===== config.mk =====
export PLATFORM = sky130hd
export DESIGN_NAME = line_store_server
export DESIGN_NICKNAME = d
export VERILOG_FILES = /design/src/rtl/line_store_server.sv
export SDC_FILE = /design/constraint.sdc
export NUM_CORES = 1
export LEC_CHECK = 0
export ABC_CLOCK_PERIOD_IN_PS = 10900
export BUFFER_PORTS_ARGS = -buffer_cell sky130_fd_sc_hd__buf_2
export CAP_MARGIN = 40
export CORE_MARGIN = 1
export CORE_UTILIZATION = 40
export CTS_BUF_LIST = sky130_fd_sc_hd__clkbuf_8
export DETAILED_ROUTE_END_ITERATION = 8
export PLACE_DENSITY = 0.58
export SLEW_MARGIN = 20
export SYNTH_ARGS = -nofsm -noshare
export SYNTH_HDL_FRONTEND = slang
export SYNTH_SLANG_ARGS = --single-unit
export TNS_END_PERCENT = 100

===== constraint.sdc =====
create_clock -name clk -period 10.9 [get_ports clk]
set_clock_uncertainty 0.2 [all_clocks]
set_input_delay 1.635 -clock clk [delete_from_list [all_inputs] [get_ports clk]]
set_output_delay 1.635 -clock clk [all_outputs]
set_load 0.05 [all_outputs]

===== src/rtl/line_store_server.sv =====
`default_nettype none
// ============================================================================
//  Module      : line_store_server
//  Description : Line buffer for the slice controller. It loads a block of
//                lines from upstream, serves lines one per request with
//                in-place write-back, and then streams the updated block
//                downstream. It also owns line counting and end-of-block
//                signalling.
//  Revision    : 1.0 - initial release
// ============================================================================
module line_store_server #(
  parameter int LINE_W = 25,
  parameter int DEPTH  = 32,
  parameter int AW     = 5
) (
  input  logic              clk,
  input  logic              rst,        // asynchronous, active low
  input  logic              ld_valid,
  input  logic [LINE_W-1:0] ld_data,
  input  logic              ld_last,
  output logic              ld_ready,
  output logic              start,
  input  logic              readLine,
  output logic [LINE_W-1:0] line,
  output logic              line_valid,
  output logic              last_line,
  input  logic              write,
  input  logic [LINE_W-1:0] wdata,
  input  logic              finish,
  output logic              out_valid,
  output logic [LINE_W-1:0] out_data,
  output logic              out_last,
  input  logic              out_ready,
  output logic              overrun,
  output logic [AW:0]       count
);

  typedef enum logic [1:0] {IDLE, LOAD, SERVE, DUMP} state_t;

  // Count value that marks the last physical location being filled.
  localparam logic [AW:0] c_full = (AW+1)'(DEPTH - 1);
  localparam logic [AW:0] c_one  = (AW+1)'(1);

  state_t              state_q, state_d;
  logic [AW:0]         count_q, count_d;
  logic [AW:0]         rp_q, rp_d;
  logic [AW-1:0]       wp_q, wp_d;
  logic [AW-1:0]       op_q, op_d;
  logic                delivered_q, delivered_d;  // a line has been served this block
  logic                start_q, start_d;
  logic [LINE_W-1:0]   line_q, line_d;
  logic                line_valid_q, line_valid_d;
  logic                last_line_q, last_line_d;
  logic                overrun_q, overrun_d;

  logic                mem_we;
  logic [AW-1:0]       mem_waddr;
  logic [LINE_W-1:0]   mem_wdata;
  logic [LINE_W-1:0]   mem [DEPTH];

  logic [AW:0]         count_m1;
  logic                dump_last;

  assign count_m1  = count_q - c_one;
  assign dump_last = ({1'b0, op_q} == count_m1);

  // Outputs that follow the state directly; the dump beat is held while the
  // consumer stalls because op and memory do not change in DUMP.
  assign ld_ready   = (state_q == IDLE) || (state_q == LOAD);
  assign out_valid  = (state_q == DUMP);
  assign out_data   = (state_q == DUMP) ? mem[op_q] : '0;
  assign out_last   = (state_q == DUMP) && dump_last;
  assign start      = start_q;
  assign line       = line_q;
  assign line_valid = line_valid_q;
  assign last_line  = last_line_q;
  assign overrun    = overrun_q;
  assign count      = count_q;

  // Next-state, pointer and memory-port logic for the load/serve/dump cycle.
  always_comb begin
    state_d      = state_q;
    count_d      = count_q;
    rp_d         = rp_q;
    wp_d         = wp_q;
    op_d         = op_q;
    delivered_d  = delivered_q;
    start_d      = 1'b0;
    line_d       = '0;
    line_valid_d = 1'b0;
    last_line_d  = 1'b0;
    overrun_d    = overrun_q;
    mem_we       = 1'b0;
    mem_waddr    = '0;
    mem_wdata    = ld_data;

    case (state_q)
      IDLE: begin
        if (ld_valid) begin
          mem_we    = 1'b1;
          mem_waddr = '0;
          count_d   = c_one;
          if (ld_last) begin
            state_d     = SERVE;
            start_d     = 1'b1;
            rp_d        = '0;
            delivered_d = 1'b0;
          end else begin
            state_d = LOAD;
          end
        end
      end

      LOAD: begin
        if (ld_valid) begin
          mem_we    = 1'b1;
          mem_waddr = count_q[AW-1:0];
          count_d   = count_q + 1'b1;
          // Filling the final location ends the block even without ld_last.
          if (ld_last || (count_q == c_full)) begin
            state_d     = SERVE;
            start_d     = 1'b1;
            rp_d        = '0;
            delivered_d = 1'b0;
            if (!ld_last) begin
              overrun_d = 1'b1;
            end
          end
        end
      end

      SERVE: begin
        if (readLine) begin
          if (rp_q < count_q) begin
            line_d       = mem[rp_q[AW-1:0]];
            line_valid_d = 1'b1;
            last_line_d  = (rp_q == count_m1);
            wp_d         = rp_q[AW-1:0];
            rp_d         = rp_q + 1'b1;
            delivered_d  = 1'b1;
          end else begin
            overrun_d = 1'b1;
          end
        end
        // Write-back targets the previously delivered line, never the one
        // being read this cycle, so both can proceed together.
        if (write) begin
          if (delivered_q) begin
            mem_we    = 1'b1;
            mem_waddr = wp_q;
            mem_wdata = wdata;
          end else begin
            overrun_d = 1'b1;
          end
        end
        if (finish) begin
          state_d = DUMP;
          op_d    = '0;
        end
      end

      DUMP: begin
        if (out_ready) begin
          if (dump_last) begin
            state_d = IDLE;
            count_d = '0;
            op_d    = '0;
          end else begin
            op_d = op_q + 1'b1;
          end
        end
      end

      default: state_d = IDLE;
    endcase
  end

  // Control and output registers with asynchronous active-low reset.
  always_ff @(posedge clk or negedge rst) begin
    if (!rst) begin
      state_q      <= IDLE;
      count_q      <= '0;
      rp_q         <= '0;
      wp_q         <= '0;
      op_q         <= '0;
      delivered_q  <= 1'b0;
      start_q      <= 1'b0;
      line_q       <= '0;
      line_valid_q <= 1'b0;
      last_line_q  <= 1'b0;
      overrun_q    <= 1'b0;
    end else begin
      state_q      <= state_d;
      count_q      <= count_d;
      rp_q         <= rp_d;
      wp_q         <= wp_d;
      op_q         <= op_d;
      delivered_q  <= delivered_d;
      start_q      <= start_d;
      line_q       <= line_d;
      line_valid_q <= line_valid_d;
      last_line_q  <= last_line_d;
      overrun_q    <= overrun_d;
    end
  end

  // Line storage; contents are don't-care after reset, so it has no reset.
  always_ff @(posedge clk) begin
    if (mem_we) begin
      mem[mem_waddr] <= mem_wdata;
    end
  end

endmodule
`default_nettype wire


==> results of run 1 <==
-- synth_stat cells, types with 4 or more instances --
cell type  number
nor3b_1         5
clkbuf_1      105
o221ai_1       51
a211o_1         4
nand3_1        16
a21oi_1        11
nor3_1         40
nand2b_1        4
buf_1          12
inv_1          18
buf_2          49
o21ai_0        41
o22ai_1        52
mux2i_1        26
o21ai_1         6
nand2_1       114
edfxtp_1      800
a211oi_1       25
mux4_2        400
nor2_1         70
xnor2_1        12
o31ai_1         4
dfrtp_1        54
o211ai_1        9
or3_1          29
ha_1           15
nor2b_1        28
mux2_2         50
a221oi_1       26
nand3b_1        5
-- cell families after synthesis --
logic type | count (synthesis)
fa+ha+maj | 15
compound gates | 249
xor+xnor | 15
buf+inv | 189
simple gates | 329
mux | 477
flops | 854
-- cell usage in the layout (no fill, tap or decap), drive strengths merged, types with 47 or more instances in the layout --
cell,Yosys,final
clkbuf,105,144
dfrtp,54,54
o21ai,47,47
inv,19,62
nor2,70,70
clkinv,0,50
edfxtp,800,800
mux4,400,400
nand2,114,114
o221ai,51,51
mux2,51,51
o22ai,52,52
buf,65,228
-- worst register-to-register path: stages (launching register included) --
cell and delay (ps):
dfrtp_1 410, inv_1 130, ha_1 650, and3_1 260, buf_4 400, a22oi_1 210, or3_1 760, nor2_4 690
buf_4 530
-- layout make-up --
class,count,area share
Multi-Input combinational cell,1085,0.305
Timing Repair Buffer,229,0.0412
Sequential cell,854,0.559
Inverter,19,0.00157
Antenna cell,2,0.000110
Clock buffer,143,0.0433
Clock inverter,109,0.0145
Tap cell,1287,0.0354
-- power breakdown --
group,total [uW],switching [uW],internal [uW]
logic,3520,1910,1610
registers,3910,150,3760
clock network,2690,1320,1370
total,10100,3380,6740
-- path summary, 6_finish.rpt --
path | cells after the start | slack [ps] | endpoint | start
setup / recovery | 7 | 4880 | out_data[8] | op_q[0]
hold / removal | 2 | 330 | wp_q[0] | wp_q[0]
setup reg to reg | 8 | 6240 | mem[3][19] | state_q[0]
hold reg to reg | 2 | 330 | wp_q[0] | wp_q[0]
max in group asynchronous | 3 | 9360 | line[12] | rst
min in group asynchronous | 2 | 590 | rp_q[2] | rst
-- stage by stage --
step / std cells / worst slack [ps] / hold WS [ps] / utilization
final: 3728 / 4880 / 329 / 0.462
after global routing: 3727 / 4620 / 376 / 0.462
after CTS: 3714 / 4640 / 327 / 0.460
after detailed placement: 3462 / 5550 / 314 / 0.433
after global placement: 3431 / 5260 / 307 / 0.427
after floorplan: 2128 / 5790 / 269 / -
-- layer usage --
metal / GRT usage / vias to the layer above
met5: 0 / -
met3: 0.0515 / 200
met4: 0.0719 / 0
met2: 0.400 / 1233
met1: 0.336 / 12700
li1: - / 9487
-- registers in the layout, indices dropped and copies added (netlist names), 2 cells and up --
register  flops
op_q          5
line         25
count         6
state_q       2
wp_q          5
rp_q          6
mem         800
==> qor.csv, run 1 <==
metric;value;unit
synth.area.top_cells;edfxtp_1, mux4_2, dfrtp_1;
path_clk_slew;70;ps
top_layer_used;met4;
cp_top_family;buffers and inverters;
firstDrtPassIters;7;
numCtsBuffers;140;
wl_met3;11200;um
route.met2.wl;60200;um
via_per_inst;6.33;
hold_path_class;reg -> reg;
vdd_drop_max;0.156;mV
remaining_drc_errors;0;
core-area;0.0984;sq mm
start_util;0.404;
gp_congestion;0.818;
holdBufCountCts;0;
synth_compound_area_frac;0.0455;
synth_ff_type;edfxtp_1;
max_freq;166;MHz
die-area;0.101;sq mm
critical_path_arrival;4180;ps
yosysTopAreaCell;edfxtp_1;
async_flop_share;0.0632;
fillCellCount;8267;
synth_seq_cells;854;
rsz0062_at_grt;no;
syn-cell-area;0.0397;sq mm
drive_gt1_frac;0.374;
die_w;317;um
synth-edff-count;800;
finalHoldViolations;0;
grt_overflow_total;0;
die_h;317;um
leakagePower;0.0142;uW
path_max_fanout;79;
synth_simple_gate_area_share;0.0392;
grt_max_degree;103;
tightest_slew;1080;ps
synth_fa_ha_area_frac;0.00472;
track_usage;0.246;
fp-row-count;115;
stdcell_area;0.0454;sq mm
netlist_instances;2128;
synth.distinct_cells;60;
cp.required;9070;ps
setup.worst_path.class;reg -> out;
path_cells;buf_16 > buf_12 > mux4_2 > mux2_2 > o221ai_1 > a221oi_1 > buf_2;
synth_top_family_by_area;multiplexers;
synth-xor-area-share;0.00403;
cts_setup_buffers;0;
slowest_delay;680;ps
vias;23600;
max_cap_viol_count;0;
first_global_vias;24100;
status;finished clean;
numPortBuffers;120;
cts_tree;yes;
worstSkewPairLatency;830;ps
cts-resized-gates;0;
wire_per_inst;32.9;um
cp-end-kind;output port;
grt_pass1_wl;174000;um
synth.avg_cell_area;18.7;sq um
ys_seq_area_frac;0.639;
slowest_stage;dfrtp_4;
yosys_warnings;0;
clockBufferDepth;3;
layout.nets;2402;
fin_crit;6020;ps
drt-total-wl;123000;um
total_power;10100;uW
yosys.area.top_type_share;0.605;
slew_headroom;0.282;
antenna_found_initial;3;
multi_input_area;0.0138;sq mm
htreeDepth;4;
wl_met1;48400;um
regArea;0.0254;sq mm
post-dp-hpwl;71000;um
finalCritPeriodShare;0.552;
drt.antenna.violating_nets;0;
first_iter_violations;2762;
finalSetupViolCount;0;
cp_num_buf_inv;3;
area_growth;14.4;%
syn_nets;2201;
io_pins;121;
setup_tns;0;ps
synth.area.mux_share;0.248;
cts-root-buf;clkbuf_8;
cp-start-kind;register;
p_per_area;223;mW/mm^2
cts.sinks;854;
drv_slew;0;
post_dp_cell_area;0.0426;sq mm
(Power assumes the default switching activity.)
==> inputs of run 2 (changes only) <==
--- a/config.mk
+++ b/config.mk
@@ -5,14 +5,14 @@
 export SDC_FILE = /design/constraint.sdc
 export NUM_CORES = 1
 export LEC_CHECK = 0
-export ABC_CLOCK_PERIOD_IN_PS = 10900
+export ABC_CLOCK_PERIOD_IN_PS = 5260
 export BUFFER_PORTS_ARGS = -buffer_cell sky130_fd_sc_hd__buf_2
 export CAP_MARGIN = 40
 export CORE_MARGIN = 1
 export CORE_UTILIZATION = 40
 export CTS_BUF_LIST = sky130_fd_sc_hd__clkbuf_8
 export DETAILED_ROUTE_END_ITERATION = 8
-export PLACE_DENSITY = 0.58
+export PLACE_DENSITY = 0.6
 export SLEW_MARGIN = 20
 export SYNTH_ARGS = -nofsm -noshare
 export SYNTH_HDL_FRONTEND = slang
==> constraint.sdc (replaced) <==
create_clock -name clk -period 5.26 [get_ports clk]
set_clock_uncertainty 0.2 [all_clocks]
set_input_delay 0.789 -clock clk [delete_from_list [all_inputs] [get_ports clk]]
set_output_delay 0.789 -clock clk [all_outputs]
set_load 0.05 [all_outputs]
==> qor.csv, run 2 (synthesized netlist as in run 1, its figures left out) <==
metric;value;unit
drt.antenna.violating_nets;0;
clockBufferDepth;3;
layout.nets;2406;
path_max_fanout;39;
remaining_drc_errors;0;
finalWorstSetupSlack;504;ps
drt-total-wl;114000;um
hold_path_class;in -> reg;
drv_slew;0;
area_growth;14.8;%
core-area;0.0984;sq mm
grt_pass1_wl;165000;um
numCtsBuffers;137;
critical_path_arrival;3770;ps
first_iter_violations;2670;
cts_tree;yes;
fp-row-count;115;
firstDrtPassIters;6;
cp-start-kind;register;
post-dp-hpwl;73300;um
final_common_cell;edfxtp_1;
max_freq;210;MHz
min_from;readLine;
finalCritPeriodShare;0.904;
rr_startpoint;state_q[0];
p_per_area;468;mW/mm^2
wire_per_inst;30.7;um
final_cell_mix;edfxtp_1, mux4_2, clkbuf_8, buf_2, nand2_1;
track_usage;0.229;
htreeDepth;4;
start_util;0.404;
worstSkewPairLatency;810;ps
max_cap_viol_count;0;
tightest_slew;814;ps
die_w;317;um
preCtsSetupSlack;1310;ps
numPortBuffers;120;
setup.worst_path.class;reg -> out;
first_global_vias;23600;
crit_start;op_q[3];
setup_tns;0;ps
status;finished clean;
cp.required;4270;ps
finalSetupViolCount;0;
vias;23300;
leakagePower;0.0143;uW
top_register;mem;
die-area;0.101;sq mm
slew_headroom;0.458;
fillCellCount;8236;
finalHoldViolations;0;
die_h;317;um
cts.sinks;854;
largest_register_ffs;800;
via_per_inst;6.26;
path_clk_slew;60;ps
rsz0062_at_grt;no;
hold_ws;71.0;ps
cts-root-buf;clkbuf_8;
io_pins;121;
gp_congestion;0.885;
cp-end-kind;output port;
cts_setup_buffers;0;
grt_overflow_total;0;
fin_crit;4760;ps
vdd_drop_max;0.262;mV
grt_max_degree;63;
antenna_found_initial;4;
drive_gt1_frac;0.378;
run 2: cell count changes in the layout (fill, tap and decap cells not counted), moves of 2 or more:
cell,before,now
clkbuf_8,143,145
clkinv_2,14,18
clkinv_1,36,26
buf_8,24,13
buf_2,122,120
buf_4,63,71
clkinvlp_4,10,6
inv_1,55,52
buf_12,7,20
bufinv_16,6,10
inv_8,2,0
run 2: where the power goes:
group	switching, uW	internal (uW)
Combinational	4180	3340
Clock	2660	3040
Sequential	336	7790
Total	7170	14200
run 2: routing by layer:
layer | GRT usage | vias up | wire, um
li1 | - | 9488 | -
met1 | 0.307 | 12400 | 45600
met2 | 0.359 | 1189 | 54600
met3 | 0.0761 | 170 | 11800
met4 | 0.0612 | 2 | 2420
met5 | 0 | - | 13
run 2: repair_timing:
item | in CTS | in global routing
resized for setup | 0 | 0
hold buffers | 1 | 0
hold endpoints to repair | 8 | 0
run 2: through the flow:
| stage | std cells | instance area, sq um | util | power (uW) |
|---|---|---|---|---|
| 6_report | 3724 | 45600 | 0.463 | 21300 |
| 2_1_floorplan | 2128 | 39700 | - | 13500 |
| 3_5_place_dp | 3476 | 42800 | 0.435 | 15800 |
| 3_3_place_gp | 3448 | 42300 | 0.430 | 15600 |
| 4_1_cts | 3719 | 45500 | 0.463 | 21500 |
| 5_1_grt | 3724 | 45600 | 0.463 | 22200 |
run 2: final cells by class:
type	count	area, sq um	area share
sequential	854	25400	0.557
multi-input combinational	1085	13800	0.304
clock buffer	145	2000	0.0438
timing repair buffer	236	1990	0.0436
tap	1287	1610	0.0353
clock inverter	97	687	0.0151
inverter	19	71.3	0.00156
antenna	1	2.50	0.0000549
run 2: final timing paths:
| kind | slack (ps) | end | cells past startpoint |
|---|---|---|---|
| worst max-delay path | 500 | out_data[13] | 6 |
| worst min register to register | 350 | wp_q[1] | 2 |
| worst min-delay path | 70 | overrun | 3 |
| max in group asynchronous | 3670 | op_q[1] | 3 |
| min in group asynchronous | 180 | line[21] | 2 |
| worst max register to register | 1340 | mem[20][5] | 8 |
run 2: critical path, stage by stage (launching register included):
cell      delay, ps
dfrtp_4         690
buf_4           620
or3_1           280
o221ai_1        150
a221oi_1        700
buf_4           230
buf_2           250
==> inputs of run 3 (changes only) <==
--- a/config.mk
+++ b/config.mk
@@ -9,10 +9,11 @@
 export BUFFER_PORTS_ARGS = -buffer_cell sky130_fd_sc_hd__buf_2
 export CAP_MARGIN = 40
 export CORE_MARGIN = 1
-export CORE_UTILIZATION = 40
+export CORE_UTILIZATION = 34
 export CTS_BUF_LIST = sky130_fd_sc_hd__clkbuf_8
 export DETAILED_ROUTE_END_ITERATION = 8
-export PLACE_DENSITY = 0.6
+export PLACE_DENSITY = 0.54
+export SKIP_LAST_GASP = 1
 export SLEW_MARGIN = 20
 export SYNTH_ARGS = -nofsm -noshare
 export SYNTH_HDL_FRONTEND = slang
==> qor.csv, run 3 (synthesized netlist as in run 1, its figures left out) <==
metric;value;unit
reg2regPathDepth;9;
status;finished clean;
cp.required;4270;ps
max_freq;203;MHz
remaining_drc_errors;0;
hold_path_class;in -> reg;
wire_per_inst;31.5;um
drt.antenna.violating_nets;0;
path_clk_slew;60;ps
cp-start-kind;register;
setup_tns;0;ps
path_cells;nand3b_1 > buf_6 > o221ai_1 > a221oi_1 > buf_2;
die_w;344;um
hold_ws;140;ps
die-area;0.118;sq mm
cp-endpoint;out_data[1];
critical_path_arrival;3930;ps
start_util;0.342;
cp.depth;5;
wl_met3;11000;um
largest_register_ffs;800;
numCtsBuffers;147;
path_max_fanout;35;
finalSetupViolCount;0;
core-area;0.116;sq mm
final_cell_mix;edfxtp_1, mux4_2, clkbuf_8, buf_2, nand2_1;
wl_met1;51400;um
fp-row-count;125;
grt_max_degree;81;
grt_overflow_total;0;
top_layer_used;met4;
cp-end-kind;output port;
io_pins;121;
min_from;ld_valid;
rr_startpoint;state_q[0];
top_register;mem;
clockBufferDepth;3;
cp_top_family;compound AO/OA/AOI/OAI gates;
cp_num_buf_inv;2;
finalHoldViolations;0;
worstSkewPairLatency;830;ps
numPortBuffers;120;
p_per_area;466;mW/mm^2
final_common_cell;edfxtp_1;
first_iter_violations;2303;
leakagePower;0.0143;uW
vdd_drop_max;0.287;mV
layout.nets;2414;
cts_tree;yes;
area_growth;15.1;%
cts-root-buf;clkbuf_8;
crit_start;op_q[3];
drive_gt1_frac;0.379;
max_cap_viol_count;0;
reg2reg_slack;1210;ps
via_per_inst;5.86;
vias;23400;
post-dp-hpwl;79100;um
gp_congestion;0.845;
firstDrtPassIters;8;
cts-resized-gates;0;
die_h;344;um
route.met2.wl;60100;um
rsz0062_at_grt;no;
drv_slew;0;
reg2reg_to;mem[31][20];
first_global_vias;24500;
slew_headroom;0.363;
tightest_slew;946;ps
fin_crit;4920;ps
grt_pass1_wl;179000;um
cts.sinks;854;
setup.worst_path.class;reg -> out;
finalCritPeriodShare;0.935;
cts_setup_buffers;0;
slowest_stage;dfrtp_4;
htreeDepth;4;
antenna_found_initial;2;
drt-total-wl;126000;um
slowest_delay;820;ps
track_usage;0.214;
run 3: cell types whose count changed in the layout (fill, tap and decap cells not counted), sizes merged:
cell	delta
clkinv	+16
clkbuf	+13
bufinv	-8
inv	+8
clkinvlp	-3
buf	-2
dlygate4sd3	+1
run 3: per-stage QoR:
step / setup WS, ps / utilization / power, uW / instance area [sq um] / std cells
6_report: 341 / 0.394 / 21300 / 45700 / 3986
2_1_floorplan: 994 / - / 13500 / 39700 / 2128
3_3_place_gp: 933 / 0.368 / 15700 / 42700 / 3701
4_1_cts: 321 / 0.394 / 21500 / 45700 / 3982
5_1_grt: 285 / 0.394 / 22200 / 45700 / 3986
3_5_place_dp: 869 / 0.370 / 15800 / 42900 / 3711
run 3: worst register-to-register path: stages, from the launching register on:
cell	delay, ps
dfrtp_1	390
inv_1	140
ha_1	170
buf_4	230
and3_2	390
buf_12	240
a22oi_1	160
or3_1	740
nor2_4	680
buf_4	370
run 3: power breakdown:
group / switching (uW) / internal [uW]
clock network: 2800 / 2890
logic: 4210 / 3290
registers: 331 / 7790
total: 7340 / 14000
run 3: metal layers:
metal | vias to the layer above | global-route usage
met5 | - | 0
met4 | 0 | 0.0636
met3 | 176 | 0.0531
met2 | 1119 | 0.342
met1 | 12500 | 0.289
li1 | 9523 | -
run 3: worst min-delay path by stage:
stage	end	depth (start not counted)	slack, ps
detailed placement	wp_q[2]	2	320
floorplan	wp_q[1]	2	270
finish	start	2	140
CTS	start	2	60
global route	start	2	100
global placement	wp_q[2]	2	330
run 3: repair_timing:
action | CTS | global route
hold buffers | 2 | 0
endpoints found under the setup margin | 0 | 0
hold endpoints to repair | 55 | 0
run 3: cell type report:
type / instances / area, sq um
Tap cell: 1524 / 1910
Sequential cell: 854 / 25400
Multi-Input combinational cell: 1085 / 13900
Clock inverter: 110 / 537
Antenna cell: 1 / 2.50
Fill cell: 10500 / 70300
Clock buffer: 159 / 2190
Inverter: 19 / 71.3
Timing Repair Buffer: 234 / 1780
